<file path="config.mk">
export PLATFORM = sky130hd
export DESIGN_NAME = sram_2p_ctrl
export DESIGN_NICKNAME = d
export VERILOG_FILES = /design/src/rtl/sram_2p_ctrl_pkg.sv /design/src/rtl/rr_arb2.sv /design/src/rtl/sram_2p_ctrl.sv
export SDC_FILE = /design/constraint.sdc
export NUM_CORES = 1
export LEC_CHECK = 0
export CORE_AREA = 2 2 460 462
export DETAILED_ROUTE_END_ITERATION = 8
export DIE_AREA = 0 0 462 464
export PLACE_DENSITY_LB_ADDON = 0.3
export SYNTH_ARGS = -nofsm -noshare
export SYNTH_HDL_FRONTEND = slang
export SYNTH_HIERARCHICAL = 1
export SYNTH_SLANG_ARGS = --single-unit
export TNS_END_PERCENT = 1
</file>
<file path="constraint.sdc">
create_clock -name clock -period 36 [get_ports clock]
set_input_delay 7.2 -clock clock [delete_from_list [all_inputs] [get_ports clock]]
set_output_delay 7.2 -clock clock [all_outputs]
set_load 0.01 [all_outputs]
</file>
<file path="src/rtl/sram_2p_ctrl_pkg.sv">
// Shared constants and FSM state type for the two-port SRAM controller.
// No logic; no latency; no backpressure.
package sram_2p_ctrl_pkg;
  localparam int BITS_DEF  = 233;
  localparam int DEPTH_DEF = 16;
  localparam int AW_DEF    = 4;

  typedef enum logic {
    INIT = 1'b0,
    RUN  = 1'b1
  } state_t;
endpackage

</file>
<file path="src/rtl/rr_arb2.sv">
// Two-requester round-robin arbiter with one-hot grants.
// Grant is combinational, 0 cycles. Losers hold their request until granted.
module rr_arb2 (
  input  logic       clock,
  input  logic       reset_n,
  input  logic       en,
  input  logic [1:0] req,
  output logic [1:0] gnt
);
  logic ptr_q;

  // The pointer only matters under contention, so it advances only then.
  always_comb begin
    gnt = 2'b00;
    if (en) begin
      if (req == 2'b11) gnt = ptr_q ? 2'b10 : 2'b01;
      else              gnt = req;
    end
  end

  always_ff @(posedge clock) begin
    if (!reset_n)                   ptr_q <= 1'b0;
    else if (en && req == 2'b11)    ptr_q <= ~ptr_q;
  end
endmodule

</file>
<file path="src/rtl/sram_2p_ctrl.sv">
// Two-port SRAM controller: zero-fill on reset, one writer, two arbitrated readers.
// Reads return 1 cycle after grant. Writes never stall in RUN; responses cannot be backpressured.
module sram_2p_ctrl
  import sram_2p_ctrl_pkg::*;
#(
  parameter int BITS  = BITS_DEF,
  parameter int DEPTH = DEPTH_DEF,
  parameter int AW    = AW_DEF
) (
  input  logic            clock,
  input  logic            reset_n,
  input  logic            wr_valid,
  output logic            wr_ready,
  input  logic [AW-1:0]   wr_addr,
  input  logic [BITS-1:0] wr_data,
  input  logic            rd0_valid,
  output logic            rd0_ready,
  input  logic [AW-1:0]   rd0_addr,
  input  logic            rd1_valid,
  output logic            rd1_ready,
  input  logic [AW-1:0]   rd1_addr,
  output logic            resp0_valid,
  output logic [BITS-1:0] resp0_data,
  output logic            resp1_valid,
  output logic [BITS-1:0] resp1_data,
  output logic            sram_WEB,
  output logic [AW-1:0]   sram_AA,
  output logic [BITS-1:0] sram_D,
  output logic            sram_REB,
  output logic [AW-1:0]   sram_AB,
  input  logic [BITS-1:0] sram_Q,
  output logic            init_done
);
  state_t          state_q, state_d;
  logic [AW-1:0]   cnt_q, cnt_d;
  logic            run;
  logic [1:0]      gnt;
  logic            hit;
  logic            rv0_q, rv1_q, byp_q;
  logic [BITS-1:0] byp_data_q;
  logic [BITS-1:0] rd_data;

  // Everything is gated by reset_n so the macro sees no access in a reset cycle.
  always_comb begin
    state_d   = state_q;
    cnt_d     = cnt_q;
    run       = 1'b0;
    init_done = 1'b0;
    wr_ready  = 1'b0;
    sram_WEB  = 1'b1;
    sram_AA   = '0;
    sram_D    = '0;
    if (reset_n) begin
      case (state_q)
        INIT: begin
          sram_WEB = 1'b0;
          sram_AA  = cnt_q;
          if (cnt_q == AW'(DEPTH - 1)) state_d = RUN;
          else                         cnt_d   = cnt_q + AW'(1);
        end
        RUN: begin
          run       = 1'b1;
          init_done = 1'b1;
          wr_ready  = 1'b1;
          if (wr_valid) begin
            sram_WEB = 1'b0;
            sram_AA  = wr_addr;
            sram_D   = wr_data;
          end
        end
        default: state_d = INIT;
      endcase
    end
  end

  always_ff @(posedge clock) begin
    if (!reset_n) begin
      state_q <= INIT;
      cnt_q   <= '0;
    end else begin
      state_q <= state_d;
      cnt_q   <= cnt_d;
    end
  end

  rr_arb2 u_arb (
    .clock   (clock),
    .reset_n (reset_n),
    .en      (run),
    .req     ({rd1_valid, rd0_valid}),
    .gnt     (gnt)
  );

  assign rd0_ready = gnt[0];
  assign rd1_ready = gnt[1];
  assign sram_REB  = ~|gnt;
  assign sram_AB   = gnt[1] ? rd1_addr : (gnt[0] ? rd0_addr : '0);

  // The macro returns old data on a same-address collision, so capture the write.
  assign hit = (|gnt) && !sram_WEB && (sram_AA == sram_AB);

  always_ff @(posedge clock) begin
    if (!reset_n) begin
      rv0_q <= 1'b0;
      rv1_q <= 1'b0;
      byp_q <= 1'b0;
    end else begin
      rv0_q <= gnt[0];
      rv1_q <= gnt[1];
      byp_q <= hit;
    end
  end

  always_ff @(posedge clock) begin
    if (hit) byp_data_q <= wr_data;
  end

  assign rd_data     = byp_q ? byp_data_q : sram_Q;
  assign resp0_valid = rv0_q && reset_n;
  assign resp1_valid = rv1_q && reset_n;
  assign resp0_data  = resp0_valid ? rd_data : '0;
  assign resp1_data  = resp1_valid ? rd_data : '0;
endmodule

</file>
==> results of run 1 <==
[kinds of logic (layout without fill, tap and decap cells)]
family / count (synthesis) / in the layout / share of synthesized area
AND/OR/NAND/NOR: 735 / 735 / 0.2511
buffers and inverters: 110 / 1297 / 0.03356
other: 0 / 50 / 0
flip-flops: 242 / 242 / 0.5304
adder cells (fa/ha/maj): 1 / 1 / 0.0009245
AO/OA/AOI/OAI: 12 / 12 / 0.005270
multiplexers: 236 / 236 / 0.1755
XOR/XNOR: 5 / 5 / 0.003236
[per-stage QoR]
step	power, mW	instances	hold WS [ns]
floorplan	0.3265	1341	0.4594
detailed placement	0.4139	5260	0.4834
global placement	0.4139	5260	0.4714
finish	0.8070	5383	0.4901
CTS	0.8348	5333	0.4937
global route	0.8382	5345	0.5405
[power by group]
part	switching, mW	total, mW	internal (mW)	leakage, nW
combinational	0.0454	0.0973	0.0519	6.60
sequential	0.000368	0.309	0.309	2.17
clock	0.175	0.401	0.226	0.636
[area by class of cell]
| class | count | area [um^2] |
|---|---|---|
| Tap cell | 2805 | 3510 |
| Clock buffer | 47 | 1067 |
| Sequential cell | 242 | 7181 |
| Inverter | 5 | 18.77 |
| Fill cell | 23755 | 178900 |
| Multi-Input combinational cell | 989 | 5942 |
| Timing Repair Buffer | 1219 | 12160 |
| Antenna cell | 50 | 125.1 |
| Clock inverter | 26 | 201.4 |
[flip-flops by register name, summed over array words and instances (netlist names)]
| name | flops |
|---|---|
| u_arb/ptr_q | 1 |
| rv1_q | 1 |
| byp_q | 1 |
| cnt_q | 4 |
| state_q | 1 |
| rv0_q | 1 |
| byp_data_q | 233 |
[critical path, delay by kind of cell]
kind,cells,cell delay [ns]
buffers and inverters,4,2.47
AND/OR/NAND/NOR,2,0.94
[routing by layer]
| layer | share of wire | global-route usage | wire [um] | vias up |
|---|---|---|---|---|
| met5 | 0.0062 | 0 | 989 | - |
| met3 | 0.15 | 0.09495 | 23440 | 403 |
| met4 | 0.029 | 0.03907 | 4681 | 152 |
| li1 | - | - | - | 6886 |
| met2 | 0.47 | 0.2405 | 75320 | 1213 |
| met1 | 0.35 | 0.1411 | 55830 | 7371 |
[worst min path at each step]
stage | from | to | slack [ns] | cells after the start
floorplan | u_arb/ptr_q | u_arb/ptr_q | 0.46 | 2
CTS | u_arb/ptr_q | u_arb/ptr_q | 0.49 | 2
global placement | u_arb/ptr_q | u_arb/ptr_q | 0.47 | 2
finish | u_arb/ptr_q | u_arb/ptr_q | 0.49 | 2
global route | u_arb/ptr_q | u_arb/ptr_q | 0.54 | 2
detailed placement | u_arb/ptr_q | u_arb/ptr_q | 0.48 | 2
[cell usage after synthesis, drive strengths merged (2+ instances only)]
cell    instances
a21oi           3
mux2i         236
clkbuf         73
nor4            2
and2          236
inv             5
xor2            4
nand2          10
o21ai           6
dfxtp           9
a22o            2
nor2          473
nand4           4
nor3            2
edfxtp        233
buf            32
==> flow_summary.toml, run 1 <==
[outcome]
outcome = "finished, violations left"
violations = "capacitance limit, slew limit"

[cts]
cts_buffers = 40
clkLatencyLatePin_ns = 0.63
cts.sinks = 242
cts_tree = "built"
root_buffer = "clkbuf_16"
hold_buffers = 0
clk_pin_slew_worst_paths_ns = 0.06
cts_setup_buffers = 0
clockBufferDepth = 3
cts.repair.resized = 0
h-tree-depth = 2

[yosys]
synth_ff_type = "edfxtp_1"
postSynthCellCount = 1341
netlist-cell-type-count = 34
synth_top_area_frac = 0.5171
synth_seq_cells = 242
synth_warnings = 6
avgSynthCellArea_um2 = 10.09
ys_top_cells_by_area = "edfxtp_1 (52%), mux2i_1 (17%), nor2_1 (13%)"
syn_area_mm2 = 0.01353
async_reset_ff_frac = 0
synth_edf_count = 233
synth_nets = 1825
ys_seq_area_frac = 0.5304
synth_area_leader_cell = "edfxtp_1"

[floorplan]
die-area_mm2 = 0.2144
placementRows = 168
die_w_um = 462
core_mm2 = 0.2092
floorplan.initialDensity = 0.06470
num_io_pins = 1198
die_h_um = 464

[sta]
fin_crit_ns = 17.96
relSlewSlack = -0.02595
finalSetupViolCount = 0
rsz0062_at_grt = "no"
skew_ns = 0.02208
fmax_mhz = 55.67
fin_ws_ns = 18.04
slew_violations = 1
hold_viol = 0
worst_slew_pin_slew_ns = 1.496
finalSetupTns_ns = 0
period_share = 0.4990

[setup_path]
critical_path.endpoint_type = "primary output"
r2r_end = "byp_data_q[184]"
endpoint = "resp1_data[189]"
rrSetupSlack_ns = 30.80
path_cells = "clkdlybuf4s50_1 -> nand2_4 -> buf_4 -> buf_4 -> nor2_1 -> clkdlybuf4s50_1"
critPathMaxStageDelay_ns = 0.74
cp_slowest_cell = "nand2_4"
worstSetupPathType = "primary input to primary output"
critical_path.startpoint = "reset_n"
critPathLaunchType = "primary input"
critPathMaxFanout = 75
cp.arrival_ns = 10.76
reg2reg_from = "state_q"
worst_ep_required_time_ns = 28.80
r2r_cells = 11

[final_layout]
final_common_cell = "clkdlybuf4s50_1"
nNetsFinal = 2981
fin_util = 0.1444
final_cell_mix = "clkdlybuf4s50_1 (1,197), nor2_1 (473), and2_1 (234)"
stdcell_area_mm2 = 0.03020
drive_above_1_share = 0.03995
syn_to_final_growth_pct = 123.2

[global_route]
grt_use_total = 0.1422
grt_pass1_vias = 15377
antenna_found_initial = 211
overflow = 0
grt_pass1_wl_mm = 190.7
grt_max_degree = 96

[place]
dp_hpwl_mm = 141.9
port_buffers = 1197
dp_slack_ns = 17.96
place.gp.congestion = 0.8545
placed_cell_area_mm2 = 0.02881

[hold_path]
hp-class = "register to register"

[drt]
dr.pass1.iters = 7
detail-route-antenna-nets = 0
vias = 16025
drt_iter0_drc = 1031
post_drt_wl_per_cell_um = 29.77
drc = 0
routed_via_density = 2.977
drt_wl_total_mm = 160.3

[power]
power_density_mw_per_mm2 = 26.72
leakagePower_nw = 9.398
ir_drop_uv = 28.75

[run]
max-cap-violations = 1
No activity file was read; power rests on OpenSTA's default activity.
==> inputs of run 2 (changes only) <==
CORE_AREA = 2 2 469 471   (was 2 2 460 462)
DIE_AREA = 0 0 471 473   (was 0 0 462 464)
clock period = 15.1 ns   (was 36 ns; I/O delays follow)
==> flow_summary.toml, run 2 (synthesis gave the netlist of run 1 again) <==
[final_layout]
ff_latch_area_mm2 = 0.007181
final_common_cell = "clkdlybuf4s50_1"
stdcell_area_mm2 = 0.03041
largest_reg_flops = 233
drive_above_1_share = 0.03799
multi_input_area_mm2 = 0.005951
final_cell_mix = "clkdlybuf4s50_1 (1,197), nor2_1 (473), and2_1 (234)"
syn_to_final_growth_pct = 124.7
largest_register = "byp_data_q"
top_regs = "byp_data_q x233, cnt_q x4"
nNetsFinal = 2982
num-fill-cells = 24819

[global_route]
grt.busiest_layer = "met2"
grt_pass1_vias = 15449
grt_pass1_wl_mm = 190.5
grt_use_total = 0.1344
grtUsageMet2 = 0.2138
overflow = 0
antenna_found_initial = 205
grtUsageMet1 = 0.1531
grtUsageMet3 = 0.08020
grt_max_degree = 117

[drt]
post_drt_wl_per_cell_um = 28.79
routed_via_density = 2.937
drt_iter0_drc = 1087
vias = 15969
detail-route-antenna-nets = 0
dr.pass1.iters = 5
drc = 0
drt_wl_total_mm = 156.5

[sta]
worst_slew_pin_slew_ns = 1.230
fin_crit_ns = 9.568
relSlewSlack = 0.1803
finalSetupTns_ns = 0
rsz0062_at_grt = "no"
skew_ns = 0.01854
finalSetupViolCount = 0
fin_ws_ns = 5.532
hold_viol = 0
fmax_mhz = 104.5
period_share = 0.6337
slew_violations = 0

[hold_path]
hp-class = "register to register"
min_from = "u_arb/ptr_q"

[power]
power_density_mw_per_mm2 = 65.82
ir_drop_uv = 76.55
leakagePower_nw = 9.441
p_seq_frac = 0.368
swShare = 0.2655
total_power_mw = 2.001
pwr-share-comb = 0.116
clockPowerShare = 0.516
p_sw_mw = 0.5313
internal_power_mw = 1.470

[cts]
cts.sinks = 242
clkLatencyLatePin_ns = 0.65
h-tree-depth = 2
hold_buffers = 0
clk_pin_slew_worst_paths_ns = 0.06
root_buffer = "clkbuf_16"
cts_buffers = 41
clockBufferDepth = 3
cts_setup_buffers = 0
cts.repair.resized = 0
cts_tree = "built"

[setup_path]
critical_path.startpoint = "reset_n"
reg2reg_from = "state_q"
critPathLaunchType = "primary input"
cp.arrival_ns = 6.55
worst_ep_required_time_ns = 12.08
critical_path.endpoint_type = "primary output"
critPathMaxFanout = 64
worstSetupPathType = "primary input to primary output"

[place]
placed_cell_area_mm2 = 0.02894
dp_hpwl_mm = 136.5
dp_slack_ns = 5.476
place.gp.congestion = 0.8598
port_buffers = 1197

[floorplan]
num_io_pins = 1198
die_h_um = 473
floorplan.initialDensity = 0.06201
core_mm2 = 0.2182
die_w_um = 471
die-area_mm2 = 0.2228
placementRows = 172

[run]
max-cap-violations = 0

[outcome]
outcome = "finished, final reports clean"
## run 2: through the flow
step | utilization | hold slack [ns] | std cells
CTS | 0.1389 | 0.4881 | 5398
global route | 0.1390 | 0.5257 | 5409
floorplan | - | 0.4594 | 1341
detailed placement | 0.1326 | 0.4801 | 5326
global placement | 0.1326 | 0.4711 | 5326
finish | 0.1393 | 0.4819 | 5438
## run 2: power groups by stage
| stage | Sequential [mW] | Combinational, mW | Clock [mW] |
|---|---|---|---|
| finish | 0.737 | 0.232 | 1.03 |
| global route | 0.736 | 0.246 | 1.10 |
| CTS | 0.737 | 0.241 | 1.10 |
| detailed placement | 0.751 | 0.240 | 0 |
| global placement | 0.751 | 0.238 | 0 |
| floorplan | 0.751 | 0.0276 | 0 |
## run 2: path summary, 6_finish.rpt
kind | end | slack (ns) | cells past startpoint
min | u_arb/ptr_q | 0.48 | 2
max | sram_D[141] | 5.53 | 5
max reg2reg | byp_data_q[159] | 9.49 | 11
min reg2reg | u_arb/ptr_q | 0.48 | 2
## run 2: layout make-up
class | instances | area share
antenna | 40 | 0.003292
sequential | 242 | 0.2361
clock inverter | 23 | 0.009587
tap | 2871 | 0.1181
clock buffer | 49 | 0.03543
timing repair buffer | 1219 | 0.4011
multi-input combinational | 989 | 0.1957
inverter | 5 | 0.0006172
## run 2: critical path, stage by stage
cell and delay [ns]:
clkdlybuf4s50_1 0.83, and3_4 0.84, buf_4 0.75, and2_1 0.28, clkdlybuf4s50_1 0.60
## run 2: metal layers
layer  routed length, um  up-vias
met2               69860     1188
met1               59910     7435
li1                    -     6863
met3               22160      339
met4                3657      144
met5                 944        -
==> inputs of run 3 (changes only) <==
CORE_AREA = 2 2 460 462   (was 2 2 469 471)
DIE_AREA = 0 0 462 464   (was 0 0 471 473)
clock period = 10 ns   (was 15.1 ns; I/O delays follow)
==> flow_summary.toml, run 3 (synthesis gave the netlist of run 1 again) <==
[sta]
rsz0062_at_grt = "no"
period_share = 0.7133
finalSetupViolCount = 0
fmax_mhz = 140.2
relSlewSlack = 0.2873
worst_slew_pin_slew_ns = 1.039
skew_ns = 0.02820
hold_viol = 0
slew_violations = 0
fin_crit_ns = 7.133
fin_ws_ns = 2.867

[drt]
drc = 0
routed_via_density = 2.968
vias = 15899
dr.pass1.iters = 5
post_drt_wl_per_cell_um = 29.61
drt_wl_total_mm = 158.6
detail-route-antenna-nets = 0
drt_iter0_drc = 938

[setup_path]
cp_slowest_cell = "clkdlybuf4s50_1"
critical_path.endpoint_type = "primary output"
critPathLaunchType = "primary input"
worst_ep_required_time_ns = 8.00
path_buf_inv = 3
cp_top_family = "buffers and inverters"
cp.arrival_ns = 5.13
critPathMaxStageDelay_ns = 0.94
rrSetupSlack_ns = 5.72
critPathMaxFanout = 123
path_cells = "clkdlybuf4s50_1 -> and3_4 -> buf_12 -> and2_1 -> clkdlybuf4s50_1"
cp_common_cell = "clkdlybuf4s50_1"
worstSetupPathType = "primary input to primary output"

[final_layout]
fin_util = 0.1447
largest_reg_flops = 233
nNetsFinal = 2982
top_regs = "byp_data_q x233, cnt_q x4"
drive_above_1_share = 0.03994
syn_to_final_growth_pct = 123.7
largest_register = "byp_data_q"
stdcell_area_mm2 = 0.03027
final_cell_mix = "clkdlybuf4s50_1 (1,197), nor2_1 (472), and2_1 (234)"
num-fill-cells = 23712
final_common_cell = "clkdlybuf4s50_1"

[floorplan]
num_io_pins = 1198
die_h_um = 464
die-area_mm2 = 0.2144
die_w_um = 462
placementRows = 168
core_mm2 = 0.2092
floorplan.initialDensity = 0.06470

[place]
port_buffers = 1197
dp_hpwl_mm = 140.1
placed_cell_area_mm2 = 0.02895
dp_slack_ns = 2.850
place.gp.congestion = 0.8828

[cts]
cts_buffers = 40
clockBufferDepth = 3
h-tree-depth = 2
hold_buffers = 0
clk_pin_slew_worst_paths_ns = 0.06
root_buffer = "clkbuf_16"
cts_setup_buffers = 0
cts_tree = "built"
cts.sinks = 242
cts.repair.resized = 0
clkLatencyLatePin_ns = 0.63

[global_route]
grt_max_degree = 124
overflow = 0
grt_pass1_vias = 15516
grt_pass1_wl_mm = 190.8
grt_use_total = 0.1415
antenna_found_initial = 190

[power]
leakagePower_nw = 9.405
ir_drop_uv = 108.6
power_density_mw_per_mm2 = 95.93

[hold_path]
hp-class = "register to register"

[outcome]
outcome = "finished, final reports clean"

[run]
max-cap-violations = 0
[run 3: cell types whose count changed in the layout (fill, tap and decap cells not counted), sizes merged]
| cell | previous run | this run |
|---|---|---|
| clkinvlp | 2 | 1 |
| clkbuf | 49 | 51 |
| diode | 40 | 23 |
| buf | 22 | 23 |
| inv | 6 | 9 |
| bufinv | 6 | 3 |
[run 3: per-stage QoR]
stage	cells	hold WS [ns]	TNS, ns	total power [mW]
6_report	5357	0.5157	0	2.903
5_1_grt	5336	0.5610	0	3.021
4_1_cts	5334	0.5092	0	3.010
3_5_place_dp	5261	0.4993	0	1.491
3_3_place_gp	5261	0.4844	0	1.490
2_1_floorplan	1341	0.4706	-310.24	1.177
[run 3: where the power goes]
group          leakage (nW)  total (mW)  internal [mW]  switching, mW
clock network         0.612        1.44          0.829          0.614
registers              2.17        1.11           1.11        0.00141
logic                  6.63       0.348          0.187          0.161
total                  9.41        2.90           2.13          0.776
[run 3: path summary, 6_finish.rpt]
check,start,end,depth (start not counted)
hold reg to reg,u_arb/ptr_q,u_arb/ptr_q,2
setup / recovery,reset_n,sram_D[66],5
setup reg to reg,state_q,byp_data_q[130],10
hold / removal,u_arb/ptr_q,u_arb/ptr_q,2
[run 3: routing by layer]
layer	global-route usage	routed length [um]	up-vias
met2	0.2424	74690	1153
met5	0	1000	-
met1	0.1525	58090	7363
met3	0.07911	21170	394
met4	0.02456	3692	154
li1	-	-	6835
[run 3: area by class of cell]
| cell class | instances | area (um^2) | area share |
|---|---|---|---|
| clock buffer | 51 | 1064 | 0.03514 |
| tap | 2805 | 3510 | 0.1160 |
| multi-input combinational | 989 | 5987 | 0.1978 |
| antenna | 23 | 57.56 | 0.001902 |
| inverter | 5 | 26.28 | 0.0008682 |
| timing repair buffer | 1220 | 12240 | 0.4045 |
| sequential | 242 | 7181 | 0.2373 |
| clock inverter | 22 | 198.9 | 0.006573 |
[run 3: tightest hold or removal path, stage by stage, from the launching register on]
cell     delay, ns
dfxtp_1       0.34
nand2_1       0.07
mux2i_1       0.06
